--- src/rtl/bomber_pkg.sv ---
// Shared definitions for the Bomberman display pipe: frame-update FSM
// encoding, direction key bit positions and default visible area.
package bomber_pkg;

    // Vertical-blanking update sequencer states.
    typedef enum logic [1:0] {
        S_ACTIVE = 2'd0,  // active video, positions frozen
        S_UPDATE = 2'd1,  // walking the players, one per cycle
        S_DONE   = 2'd2   // blanking work finished, waiting for SOF
    } state_t;

    // Bit positions inside one player's 4-bit key nibble (active-low).
    localparam int KEY_RIGHT = 0;
    localparam int KEY_DOWN  = 1;
    localparam int KEY_UP    = 2;
    localparam int KEY_LEFT  = 3;

    // Default visible area.
    localparam int HACTIVE_DEF = 800;
    localparam int VACTIVE_DEF = 600;

    // Width of a player index; a single player still needs one bit.
    function automatic int idx_width(input int n);
        return (n > 1) ? $clog2(n) : 1;
    endfunction

endpackage

--- src/rtl/axis_step.sv ---
// One-axis position step: increment or decrement by STEP and clamp the
// result into [0, MAX]. Purely combinational; shared by all players.
module axis_step #(
    parameter int COORD_W = 11,
    parameter int STEP    = 2,
    parameter int MAX     = 768
) (
    input  logic [COORD_W-1:0] pos,
    input  logic               inc,
    input  logic               dec,
    output logic [COORD_W-1:0] nxt
);

    // One extra bit so pos+STEP can never wrap before the clamp.
    localparam logic [COORD_W:0] STEP_W = (COORD_W+1)'(STEP);
    localparam logic [COORD_W:0] MAX_W  = (COORD_W+1)'(MAX);

    logic [COORD_W:0] pos_w;
    logic [COORD_W:0] sum_w;
    logic [COORD_W:0] res_w;

    // Opposing keys cancel; an out-of-range start position is pulled back to MAX
    // even when the player does not press anything.
    always_comb begin
        pos_w = {1'b0, pos};
        sum_w = pos_w + STEP_W;
        res_w = pos_w;
        if (inc && !dec) begin
            res_w = (sum_w > MAX_W) ? MAX_W : sum_w;
        end else if (dec && !inc) begin
            res_w = (pos_w < STEP_W) ? '0 : (pos_w - STEP_W);
        end
        if (res_w > MAX_W) begin
            res_w = MAX_W;
        end
        nxt = res_w[COORD_W-1:0];
    end

endmodule

--- src/rtl/multi_player_mover.sv ---
// Per-frame sprite position controller for several players. Key inputs are
// synchronised, and during vertical blanking (EOF..SOF) every FRAME_DIV-th
// frame each enabled player is moved by STEP pixels, one player per clock.
// Positions never change during active video.
module multi_player_mover
    import bomber_pkg::*;
#(
    parameter int NPLAYERS  = 2,
    parameter int COORD_W   = 11,
    parameter int HACTIVE   = HACTIVE_DEF,
    parameter int VACTIVE   = VACTIVE_DEF,
    parameter int SPRITE    = 32,
    parameter int STEP      = 2,
    parameter int FRAME_DIV = 1,
    parameter logic [NPLAYERS*COORD_W-1:0] START_X = {11'd736, 11'd32},
    parameter logic [NPLAYERS*COORD_W-1:0] START_Y = {11'd536, 11'd32}
) (
    input  logic                          clk,
    input  logic                          reset,
    input  logic                          SOF,
    input  logic                          EOF,
    input  logic [4*NPLAYERS-1:0]         key,
    input  logic [NPLAYERS-1:0]           enable,
    output logic [NPLAYERS*COORD_W-1:0]   pos_x,
    output logic [NPLAYERS*COORD_W-1:0]   pos_y,
    output logic [NPLAYERS-1:0]           moved,
    output logic                          update_done,
    output logic                          overrun,
    output logic [1:0]                    fsm_state
);

    localparam int              IDX_W    = idx_width(NPLAYERS);
    localparam int              MAX_X    = HACTIVE - SPRITE;
    localparam int              MAX_Y    = VACTIVE - SPRITE;
    localparam logic [7:0]      DIV_LAST = 8'(FRAME_DIV - 1);
    localparam logic [IDX_W-1:0] IDX_LAST = IDX_W'(NPLAYERS - 1);

    // Key synchroniser stages; all ones means nothing pressed.
    logic [4*NPLAYERS-1:0] key_meta;
    logic [4*NPLAYERS-1:0] key_sync;

    // Sequencer state.
    state_t           state;
    logic [7:0]       div;
    logic [IDX_W-1:0] idx;

    // Per-player position registers.
    logic [COORD_W-1:0] px [NPLAYERS];
    logic [COORD_W-1:0] py [NPLAYERS];

    // Currently selected player.
    logic [COORD_W-1:0] cur_x;
    logic [COORD_W-1:0] cur_y;
    logic [3:0]         cur_key;
    logic               cur_en;
    logic [COORD_W-1:0] nx;
    logic [COORD_W-1:0] ny;
    logic               upd_fire;

    assign fsm_state = state;

    // Two-flop synchroniser for the asynchronous push buttons.
    always_ff @(posedge clk or posedge reset) begin
        if (reset) begin
            key_meta <= '1;
            key_sync <= '1;
        end else begin
            key_meta <= key;
            key_sync <= key_meta;
        end
    end

    // Select the position, keys and enable of the player being updated.
    always_comb begin
        cur_x   = '0;
        cur_y   = '0;
        cur_key = 4'hF;
        cur_en  = 1'b0;
        for (int i = 0; i < NPLAYERS; i++) begin
            if (idx == IDX_W'(i)) begin
                cur_x   = px[i];
                cur_y   = py[i];
                cur_key = key_sync[4*i +: 4];
                cur_en  = enable[i];
            end
        end
    end

    axis_step #(
        .COORD_W (COORD_W),
        .STEP    (STEP),
        .MAX     (MAX_X)
    ) u_step_x (
        .pos (cur_x),
        .inc (~cur_key[KEY_RIGHT]),
        .dec (~cur_key[KEY_LEFT]),
        .nxt (nx)
    );

    axis_step #(
        .COORD_W (COORD_W),
        .STEP    (STEP),
        .MAX     (MAX_Y)
    ) u_step_y (
        .pos (cur_y),
        .inc (~cur_key[KEY_DOWN]),
        .dec (~cur_key[KEY_UP]),
        .nxt (ny)
    );

    // A player is written only in S_UPDATE, when enabled and not aborted by SOF.
    assign upd_fire = (state == S_UPDATE) && !SOF && cur_en;

    // Blanking sequencer: frame divider, player walk, abort on late SOF.
    always_ff @(posedge clk or posedge reset) begin
        if (reset) begin
            state       <= S_ACTIVE;
            div         <= '0;
            idx         <= '0;
            update_done <= 1'b0;
            overrun     <= 1'b0;
        end else begin
            update_done <= 1'b0;
            case (state)
                S_ACTIVE: begin
                    // SOF wins over a coincident EOF, so EOF only counts alone.
                    if (EOF && !SOF) begin
                        if (div == DIV_LAST) begin
                            div   <= '0;
                            idx   <= '0;
                            state <= S_UPDATE;
                        end else begin
                            div   <= div + 8'd1;
                            state <= S_DONE;
                        end
                    end
                end
                S_UPDATE: begin
                    if (SOF) begin
                        overrun <= 1'b1;
                        state   <= S_ACTIVE;
                    end else if (idx == IDX_LAST) begin
                        update_done <= 1'b1;
                        state       <= S_DONE;
                    end else begin
                        idx <= idx + IDX_W'(1);
                    end
                end
                S_DONE: begin
                    if (SOF) begin
                        state <= S_ACTIVE;
                    end
                end
                default: begin
                    state <= S_ACTIVE;
                end
            endcase
        end
    end

    // Position datapath: write back the stepped coordinates and flag real changes.
    always_ff @(posedge clk or posedge reset) begin
        if (reset) begin
            for (int i = 0; i < NPLAYERS; i++) begin
                px[i] <= START_X[i*COORD_W +: COORD_W];
                py[i] <= START_Y[i*COORD_W +: COORD_W];
            end
            moved <= '0;
        end else begin
            moved <= '0;
            if (upd_fire) begin
                px[idx]    <= nx;
                py[idx]    <= ny;
                moved[idx] <= (nx != cur_x) || (ny != cur_y);
            end
        end
    end

    // Flatten per-player registers onto the packed output buses.
    always_comb begin
        pos_x = '0;
        pos_y = '0;
        for (int i = 0; i < NPLAYERS; i++) begin
            pos_x[i*COORD_W +: COORD_W] = px[i];
            pos_y[i*COORD_W +: COORD_W] = py[i];
        end
    end

endmodule

--- config.mk ---
export PLATFORM = sky130hd
export DESIGN_NAME = multi_player_mover
export DESIGN_NICKNAME = d
export VERILOG_FILES = /design/src/rtl/bomber_pkg.sv /design/src/rtl/axis_step.sv /design/src/rtl/multi_player_mover.sv
export SDC_FILE = /design/constraint.sdc
export NUM_CORES = 1
export LEC_CHECK = 0
export ABC_AREA = 1
export CAP_MARGIN = 5
export CORE_MARGIN = 5
export CORE_UTILIZATION = 45
export DETAILED_ROUTE_END_ITERATION = 12
export PLACE_DENSITY = 0.65
export SLEW_MARGIN = 0
export SYNTH_ARGS = -nofsm -noshare
export SYNTH_HDL_FRONTEND = slang
export SYNTH_SLANG_ARGS = --single-unit
--- constraint.sdc ---
create_clock -name clk -period 4.05 [get_ports clk]
set_input_delay 0.405 -clock clk [delete_from_list [all_inputs] [get_ports clk]]
set_output_delay 0.405 -clock clk [all_outputs]
set_load 0.03 [all_outputs]
==> flow_summary_export.csv <==
group,metric,value,unit
timing,period_minus_slack,3630,ps
cells_and_area,final_core_util,55.6,%
grt,grt_antenna_before_repair,0,
setup_path,timing.critical_path.fanout_max,19,
min_path,holdCritPathClass,"reg -> reg",
timing,maxSlewViolCount,0,
yosys,syn_nets,790,
cells_and_area,share_of_cells_above_drive_strength_1,16.0,%
power_and_ir_drop,seq_power_share,39.9,%
power_and_ir_drop,cellLeakagePower,3.02,nW
cells_and_area,final_cell_count_no_fill,985,
floorplan,ios,64,
min_path,hold-path-cell-count,0,
floorplan,fp-row-count,39,
floorplan,dieArea,14200,sq um
cells_and_area,number_of_nets_in_the_finished_design,857,
outcome,status,"finished clean",
setup_path,cp_slowest_stage_delay,450,ps
setup_path,ff2ff_path_depth,22,
clocking,clock_path_buffers,2,
yosys,async_reset_ff_share,100,%
timing,post_route_fraction_of_the_period_consumed_by_the_critical_path,89.5,%
setup_path,timing_worst_setup_path_type,"reg -> reg",
grt,grt_use_met2,34.7,%
grt,gr-usage-met1,32.4,%
setup_path,worst_setup_path_start_kind,"register",
place,place.gp.congestion,0.941,
yosys,synthesis.area,5360,sq um
grt,overall_global_routing_usage,22.5,%
setup_path,path_delay_family,"simple AND/OR/NAND/NOR gates",
power_and_ir_drop,power.switching,0.000624,W
yosys,syn_avg_cell_area,6.96,sq um
detailed_routing,first_pass_iteration_count_of_the_detailed_router,5,
timing,relSlewSlack,33.1,%
clocking,tritoncts,"done",
timing,finalClockSkew,6.91,ps
grt,globalRouteOverflowTotal,0,
yosys,synth_warnings,0,
place,dpl.hpwl,12.1,mm
floorplan,die_w,119,um
clocking,cts_inserted_buffers,9,
yosys,yosys_register_bits,75,
place,port_buffers,63,
timing,timing_hold_violations_final,0,
setup_path,worst_setup_path_end_kind,"register",
yosys,syn-instance-count,770,
power_and_ir_drop,power.ir.vdd_worst,283,uV
setup_path,cp_num_buf_inv,3,
timing,setup_violations,0,
detailed_routing,drt-vias-per-instance,5.36,
yosys,ys.flop_type,"sky130_fd_sc_hd__dfrtp_1",
grt,grt_most_used_layer,"met2",
detailed_routing,drtIter0Drc,452,
power_and_ir_drop,power_share_of_the_combinational_group,19.2,%
grt,grt_use_met3,4.22,%
yosys,seq_area_frac_synth,35.6,%
job,max-cap-violations,0,
detailed_routing,route.vias.total,5280,
timing,rsz0062_at_grt,"no",
clocking,htreeDepth,3,
clocking,tritoncts_num_sinks,75,
floorplan,total_core_area,11600,sq um
grt,global_route_wire_length_before_repair,25.8,mm
setup_path,crit_path_cells,"inv_6 -> buf_4 -> nand2_1 -> nand2_2 -> nand2_2 -> nor2_2 -> inv_1 -> nor2_4 -> a31oi_1 -> nand2_1 -> o21a_2 -> nand3_1 -> nor2_1 -> nand3_4 -> nand3_1 -> nand2_1 -> nand2_1 -> nand3_1 -> nor2_1 -> nand3_1 -> nor2_2 -> nor2_1",
timing,fmaxAchievable,276,MHz
power_and_ir_drop,power_density_normalized_to_cell_area,329,nW/um^2
floorplan,initial_core_util,46.3,%
clocking,postCtsHoldBufs,0,
cells_and_area,n_antenna_cell,0,
grt,grt_max_degree,51,
setup_path,critPathArrivalTime,3840,ps
timing,finalSetupTns,0,ps
timing,setup_slack,423,ps
place,placed_inst_area,6090,sq um
setup_path,critical_path_required,4270,ps
clocking,path_clk_slew,60,ps
power_and_ir_drop,internal-power,0.00149,W
place,place_ws,274,ps
cells_and_area,final_area,6430,sq um
cells_and_area,areaGrowthSynthToFinish,20.0,%
yosys,synth-edff-count,0,
clocking,clk-insertion-delay-late,330,ps
power_and_ir_drop,clockPowerShare,40.9,%
detailed_routing,route.antenna.remaining_nets,0,
floorplan,fp.dieH,119,um
detailed_routing,routed_wl,15.5,mm
yosys,count_of_different_cell_masters_after_synthesis,46,
power_and_ir_drop,switching_share,29.5,%
place,dp_cells,968,
setup_path,cp.depth,22,
detailed_routing,post-route-drc-count,0,
setup_path,slowest_stage,"sky130_fd_sc_hd__dfrtp_2",
grt,first_global_vias,4911,
clocking,root_buffer_cell,"sky130_fd_sc_hd__clkbuf_16",
detailed_routing,post_drt_wl_per_cell,15.8,um
timing,worstMarginPinSlew,1000,ps
==> power groups by stage <==
stage / clock network [W] / logic (W) / registers, W
4_1_cts: 0.000887 / 0.000402 / 0.000843
3_3_place_gp: 0 / 0.000392 / 0.000854
2_1_floorplan: 0 / 0.000278 / 0.000866
3_5_place_dp: 0 / 0.000400 / 0.000855
5_1_grt: 0.000921 / 0.000457 / 0.000850
6_report: 0.000866 / 0.000406 / 0.000845
==> what timing repair did <==
action                                  in CTS  in global routing
resized for setup                            0                  2
buffers inserted                             0                  1
endpoints found under the setup margin       0                  2
==> registers in the layout, indices dropped and copies added (netlist names) <==
signal       cells
pos_y           22
moved            2
key_meta         8
div              8
update_done      1
overrun          1
fsm_state        2
pos_x           22
key_sync         8
idx              1
==> per-stage QoR <==
step | power [W] | hold slack [ps]
3_3_place_gp | 0.00125 | 346
3_5_place_dp | 0.00126 | 348
6_report | 0.00212 | 352
4_1_cts | 0.00213 | 357
2_1_floorplan | 0.00114 | 345
5_1_grt | 0.00223 | 359
==> worst paths after layout <==
path	slack (ps)	to	startpoint
min in group asynchronous	630	div[0]	reset
worst max register to register	420	moved[0]	idx
worst min register to register	350	key_sync[0]	key_meta[0]
worst min-delay path	350	key_sync[0]	key_meta[0]
worst max-delay path	420	moved[0]	idx
max in group asynchronous	2440	pos_x[18]	reset
==> Yosys cell counts, types with 3 or more instances <==
master | instances | area, sq um
sky130_fd_sc_hd__nand2_1 | 248 | 931
sky130_fd_sc_hd__inv_1 | 76 | 285
sky130_fd_sc_hd__nand3_1 | 71 | 355
sky130_fd_sc_hd__nor2_1 | 63 | 236
sky130_fd_sc_hd__o21ai_0 | 57 | 285
sky130_fd_sc_hd__dfrtp_1 | 50 | 1250
sky130_fd_sc_hd__nand4_1 | 28 | 175
sky130_fd_sc_hd__dfstp_2 | 25 | 657
sky130_fd_sc_hd__nand2_2 | 23 | 144
sky130_fd_sc_hd__inv_2 | 12 | 45.0
sky130_fd_sc_hd__nor2_2 | 10 | 62.6
sky130_fd_sc_hd__xor2_1 | 10 | 87.6
sky130_fd_sc_hd__buf_6 | 9 | 101
sky130_fd_sc_hd__nand2_4 | 8 | 90.1
sky130_fd_sc_hd__nand3_2 | 8 | 80.1
sky130_fd_sc_hd__a21oi_1 | 7 | 35.0
sky130_fd_sc_hd__clkbuf_1 | 7 | 26.3
sky130_fd_sc_hd__nor3_1 | 7 | 35.0
sky130_fd_sc_hd__ha_1 | 6 | 75.1
sky130_fd_sc_hd__nor2_4 | 6 | 67.6
sky130_fd_sc_hd__nand3b_1 | 4 | 30.0
sky130_fd_sc_hd__o21ai_2 | 4 | 35.0
sky130_fd_sc_hd__clkinv_1 | 3 | 11.3
==> logic make-up after synthesis <==
kind of cell | Yosys count | share of synthesized area (%)
AND/OR/NAND/NOR | 486 | 43.0
adder cells (fa/ha/maj) | 6 | 1.40
flip-flops | 75 | 35.6
XOR/XNOR | 11 | 1.80
AO/OA/AOI/OAI | 80 | 8.53
buffers and inverters | 112 | 9.67
==> layout by cell type, fill, tap and decap left out, types with 2 or more instances in the layout <==
master and n:
sky130_fd_sc_hd__nor2_4 6, sky130_fd_sc_hd__nor4_1 2, sky130_fd_sc_hd__dfstp_2 25, sky130_fd_sc_hd__buf_4 12, sky130_fd_sc_hd__bufinv_16 2, sky130_fd_sc_hd__xor2_1 10, sky130_fd_sc_hd__a21oi_1 7, sky130_fd_sc_hd__nand3_2 8
sky130_fd_sc_hd__clkbuf_16 9, sky130_fd_sc_hd__inv_6 2, sky130_fd_sc_hd__inv_1 75, sky130_fd_sc_hd__nor2_1 63, sky130_fd_sc_hd__nand2_1 248, sky130_fd_sc_hd__a31oi_1 2, sky130_fd_sc_hd__clkinvlp_4 2, sky130_fd_sc_hd__clkdlybuf4s50_1 63
sky130_fd_sc_hd__o21ai_0 57, sky130_fd_sc_hd__dfrtp_1 49, sky130_fd_sc_hd__nand3_1 71, sky130_fd_sc_hd__nand3b_1 4, sky130_fd_sc_hd__clkinv_1 3, sky130_fd_sc_hd__ha_1 6, sky130_fd_sc_hd__nor3b_1 2, sky130_fd_sc_hd__nand4_1 28
sky130_fd_sc_hd__o21ai_4 2, sky130_fd_sc_hd__nor3_1 7, sky130_fd_sc_hd__o21ai_1 2, sky130_fd_sc_hd__clkinv_4 2, sky130_fd_sc_hd__nand2_2 23, sky130_fd_sc_hd__inv_2 13, sky130_fd_sc_hd__nor2_2 10, sky130_fd_sc_hd__nand2_4 8
sky130_fd_sc_hd__o21ai_2 3
==> metal layers <==
metal / wire, um / up-vias
met3: 1270 / 12
met2: 6840 / 231
li1: - / 2608
met4: 145 / 0
met5: 0 / -
met1: 7280 / 2429
==> area by class of cell <==
class / instances / area, sq um
clock inverters: 7 / 101
well taps: 143 / 179
fillers: 1126 / 5140
inverters: 93 / 355
repair buffers: 75 / 721
flip-flops and latches: 75 / 1910
clock buffers: 9 / 225
multi-input cells: 583 / 2940
No activity file was read; power rests on OpenSTA's default activity.
==> RTL edit 1: new RTL, same flow settings <==
`NPLAYERS`: 2 -> 4.
--- a/src/rtl/multi_player_mover.sv
+++ b/src/rtl/multi_player_mover.sv
@@ -6,5 +6,5 @@
     import bomber_pkg::*;
 #(
-    parameter int NPLAYERS  = 2,
+    parameter int NPLAYERS  = 4,
     parameter int COORD_W   = 11,
     parameter int HACTIVE   = HACTIVE_DEF,
Interface: changed (5 resized); port bits go from 64 to 120. No check against the original RTL was run, so the function may have changed too.
==> RTL edit 1 against the unedited design <==
  * Wire length increased by 64%
  * Highest routed layer unchanged
  * Largest cell class unchanged
  * Setup slack lost 0.27 ns
  * Area after synthesis rose by 49%
  * Final cell count rose by 54%
  * Final area grew 73%
  * Global-route usage increased by 1.9 points
  * Sequential share of layout area is 1.8 points higher
  * Sequential cell count grew 63
Power is left out: the tool's default activity adds up to more than one toggle a clock period on the data nets, which glitch-free logic cannot reach.
==> RTL edit 1: results (changes against the unedited design) <==
Run status
  • Run status: finished clean

Min path
  • Worst Hold End: key_sync[8]
  • Hold Startpoint: key_meta[8]

Critical path
  • Critical path arrival: 4.15 ns (+0.31 ns)
  • Slowest stage delay, CP: 0.41 ns (-0.04 ns)
  • Reg-to-reg critical path startpoint: idx[1]
  • R2R Setup Slk: 0.15 ns (-0.27 ns)
  • Worst reg-to-reg path cell count: 29 (+32%)
  • Crit Reg-Reg Endpoint: moved[2]
  • CP max stage cell: dfrtp_1

Timing
  • Slew headroom: 19.6% (-13 points)
  • Max frequency: 0.257 GHz (-6.9%)
  • Worst hold slack: 0.355 ns (+0.00303 ns)
  • Clock skew: 0.00927 ns (+0.00235 ns)
  • Final number of hold-violating endpoints: 0 (unchanged)

Layout
  • Layout cells sized above 1: 25.5% (+9.5 points)
  • Fin nets: 1313 (+53%)
  • Non-Filler Instances: 1517 (+54%)
  • Fillers: 1488 (+32%)
  • Fin area: 11100 um^2 (+73%)

Route
  • Uppermost layer routed: met4
  • Met3 WL post-DR: 1950 um (+53%)
  • Met2 Wirelength: 11700 um (+71%)
  • Drt first pass iters: 6 (+1)
  • DRT iter0 DRCs: 745 (+65%)
  • Via count: 7977 (+51%)
  • Drt wl/cell: 16.8 um (+6.4%)

Synth
  • Top cells by count, synth: nand2_1, dfrtp_1, o21ai_0
  • Seq/Total Area, Yosys: 44.0% (+8.4 points)
  • Post-Synth Adder-Cell Area: 1.57% (+0.17 points)
  • Synth warnings: 0 (unchanged)
  • Avg Cell Area, Syn: 7.47 um^2 (+7.4%)
  • Asr flop ratio synth: 100% (unchanged)
  • Netlist cell types: 50 (+8.7%)
  • Synth Area in XOR/XNOR: 1.54% (-0.26 points)
  • Leading post-synthesis cells by cell area: dfrtp_1, nand2_1, dfstp_2
  • Syn nets: 1100 (+39%)
  • Synth Area in Compound Gates: 11.1% (+2.6 points)

Global routing
  • Met1 usage: 35.4% (+3.0 points)
  • First-pass GRT wire length: 39000 um (+51%)
  • Gr usage total: 24.4% (+1.9 points)
  • Pin count of the biggest net entering global routing: 82 (+61%)
  • Vias in the first global route: 7276 (+48%)
  • Grt met2 use: 37.0% (+2.3 points)
  • Met3 usage: 4.62% (+0.40 points)

CTS
  • PostCTS Resize Cnt: 6 (+6)
  • Clock Latency Late Sink: 0.42 ns (+0.09 ns)
  • Post-CTS Setup Repair Bufs: 6 (+6)
  • CTS buffer count: 17 (+8)

Placed design
  • I/O Buffers: 119 (+89%)
  • Post-DP HPWL: 18300 um (+52%)
  • Cell Area, Placed: 9840 um^2 (+62%)
  • Pre-CTS setup slack: -0.186 ns (-0.460 ns)
==> RTL edit 1: cell types whose count changed in the layout (fill, tap and decap cells not counted), moves of 16 or more <==
cell,before,now
nand2_1,248,333
a21oi_1,7,29
dfstp_2,25,41
nand2_2,23,39
buf_4,12,99
dfrtp_1,49,96
clkdlybuf4s50_1,63,119
o21ai_0,57,93
==> RTL edit 1: worst max-delay path, delay by kind of cell (launching register included) <==
kind	cells	cell delay [ns]
AOI/OAI and AO/OA	1	0.10
and+or+nand+nor	20	2.16
adders and majority gates	2	0.36
DFF	1	0.41
xor gates and xnor gates	1	0.09
buffers and inverters	5	0.59
==> RTL edit 1: area by class of cell <==
class                   instances  share of cell area (%)
flip-flops and latches        138                    31.5
repair buffers                227                    18.8
clock buffers                  21                    4.43
clock inverters                11                   0.855
well taps                     225                    2.53
multi-input cells             799                    38.4
inverters                      96                    3.44
==> RTL edit 2: new RTL, same flow settings <==
Without the edit above. Reset style: synchronous (`reset`), changed in 3 clocked blocks. Comments in the files are not updated.
--- a/src/rtl/multi_player_mover.sv
+++ b/src/rtl/multi_player_mover.sv
@@ -61,5 +61,5 @@
 
     // Two-flop synchroniser for the asynchronous push buttons.
-    always_ff @(posedge clk or posedge reset) begin
+    always_ff @(posedge clk) begin
         if (reset) begin
             key_meta <= '1;
@@ -113,5 +113,5 @@
 
     // Blanking sequencer: frame divider, player walk, abort on late SOF.
-    always_ff @(posedge clk or posedge reset) begin
+    always_ff @(posedge clk) begin
         if (reset) begin
             state       <= S_ACTIVE;
@@ -160,5 +160,5 @@
 
     // Position datapath: write back the stepped coordinates and flag real changes.
-    always_ff @(posedge clk or posedge reset) begin
+    always_ff @(posedge clk) begin
         if (reset) begin
             for (int i = 0; i < NPLAYERS; i++) begin
Formal check against the unedited RTL: differs if reset is asserted again (counterexample within 4 cycles, from zero or initial values and one cycle with reset high); with reset held inactive, the same outputs for 10 cycles.
==> RTL edit 2 against the unedited design <==
  * Area after synthesis is 2.3% lower
  * Count of clock-buffer cells in the layout stayed put
  * First-iteration DRC count grew 5.3%
  * Worst hold slack gained 0.055 ns
  * Wire length is 3.9% lower
  * Die area fell by 2.1%
  * Final area is 2.8% lower
  * Setup slack worse by 0.036 ns
  * Non-clock buffer count down 5
  * Sequential cell count unchanged
Power is not compared: it rests on default switching activity, and its combinational part moved more than twofold at a synthesized area within 25%.
==> RTL edit 2: results (changes against the unedited design) <==
Global routing
  • First-pass GRT wire length: 24300 um (-5.8%)
  • Pin count of the biggest net entering global routing: 33 (-35%)
  • Vias in the first global route: 4855 (-1.1%)

Timing
  • Worst-Margin Slew: 0.717 ns (-0.286 ns)
  • Clock skew: 0.00379 ns (-0.00312 ns)

Synth
  • Asr flop ratio synth: 0% (-100 points)
  • Avg Cell Area, Syn: 6.91 um^2 (-0.66%)
  • Ys flop type: edfxtp_1
  • Seq/Total Area, Yosys: 37.1% (+1.5 points)
  • Leading post-synthesis cells by cell area: edfxtp_1, nand2_1, dfxtp_1
  • Netlist cell types: 39 (-15%)
  • Number of synthesized flops with an enable pin: 44 (+44)
  • Top cells by count, synth: nand2_1, nor2_1, inv_1

Layout
  • Layout cells sized above 1: 13.7% (-2.3 points)
  • Fin nets: 845 (-1.4%)

Critical path
  • Worst reg-to-reg path cell count: 23 (+4.5%)
  • Crit path max fanout: 32 (+13)
  • Slowest stage delay, CP: 0.37 ns (-0.08 ns)
  • CP max stage cell: dfxtp_4
  • Critical Path Start: idx

Run status
  • Run status: finished clean

Placed design
  • Cells after DPL: 956 (-1.2%)
  • Post-DP HPWL: 11400 um (-5.3%)
  • Gpl congestion: 1.00 (+6.4%)

Route
  • Via count: 5174 (-2.0%)
  • DR vias/cell: 5.32 (-0.80%)
  • Drt wl/cell: 15.3 um (-2.7%)
  • DRT iter0 DRCs: 476 (+5.3%)
==> RTL edit 2: cell types whose count changed in the layout (fill, tap and decap cells not counted), sizes merged, moves of 24 or more <==
cell    change
edfxtp     +44
dfrtp      -50
nor2       +29
nand2      -24
o21ai      -27
dfstp      -25
dfxtp      +31
==> RTL edit 2: power groups by stage <==
stage          combinational, mW  clock [mW]  sequential [mW]
6_report                    1.29       0.748            0.888
3_3_place_gp                1.25           0            0.910
2_1_floorplan              0.928           0            0.956
4_1_cts                     1.26       0.760            0.896
3_5_place_dp                1.25           0            0.912
5_1_grt                     1.44       0.796            0.893
==> RTL edit 2: worst min path at each step <==
stage	slack (ns)	end	startpoint	cells past startpoint
global placement	0.39	key_sync[0]	key_meta[0]	1
global route	0.43	key_sync[1]	key_meta[1]	1
finish	0.41	key_sync[0]	key_meta[0]	1
CTS	0.41	key_sync[0]	key_meta[0]	1
floorplan	0.39	key_sync[0]	key_meta[0]	1
detailed placement	0.39	key_sync[0]	key_meta[0]	1
==> RTL edit 2: final cells by class <==
class | instances | area [um^2]
repair buffers | 70 | 683
clock inverters | 7 | 48.8
fillers | 1132 | 5170
flip-flops and latches | 75 | 1950
multi-input cells | 569 | 2790
well taps | 143 | 179
clock buffers | 9 | 225
inverters | 100 | 380
==> RTL edit 2: stage by stage <==
step | hold slack, ns | util (%) | setup WS [ns] | total power, mW | area (um^2)
2_1_floorplan | 0.389 | - | 1.03 | 1.88 | 5240
3_3_place_gp | 0.395 | 52.3 | 0.308 | 2.16 | 5970
3_5_place_dp | 0.392 | 52.3 | 0.271 | 2.17 | 5970
4_1_cts | 0.407 | 54.7 | 0.251 | 2.92 | 6240
5_1_grt | 0.430 | 54.7 | 0.0331 | 3.12 | 6250
6_report | 0.407 | 54.7 | 0.387 | 2.93 | 6250
==> RTL edit 2: routing by layer <==
| layer | track usage [%] | up-vias | share of wire (%) | wire [um] |
|---|---|---|---|---|
| met5 | 0 | - | 0 | 0 |
| met4 | 6.95 | 0 | 1.7 | 254 |
| met3 | 4.28 | 23 | 7.2 | 1070 |
| li1 | - | 2564 | - | - |
| met2 | 33.7 | 230 | 46 | 6800 |
| met1 | 29.0 | 2357 | 46 | 6800 |
==> RTL edit 2: cell families after synthesis <==
kind of cell / share of synthesized area, %
xor+xnor: 1.51
compound gates: 8.40
simple gates: 41.7
flops: 37.1
buf+inv: 9.78
fa+ha+maj: 1.44
other cells: 0.0717
==> RTL edit 2: what timing repair did <==
| action | 4_1_cts | 5_1_grt |
|---|---|---|
| endpoints found under the setup margin | 0 | 2 |
| gates resized for setup | 0 | 1 |
| buffers inserted | 0 | 1 |
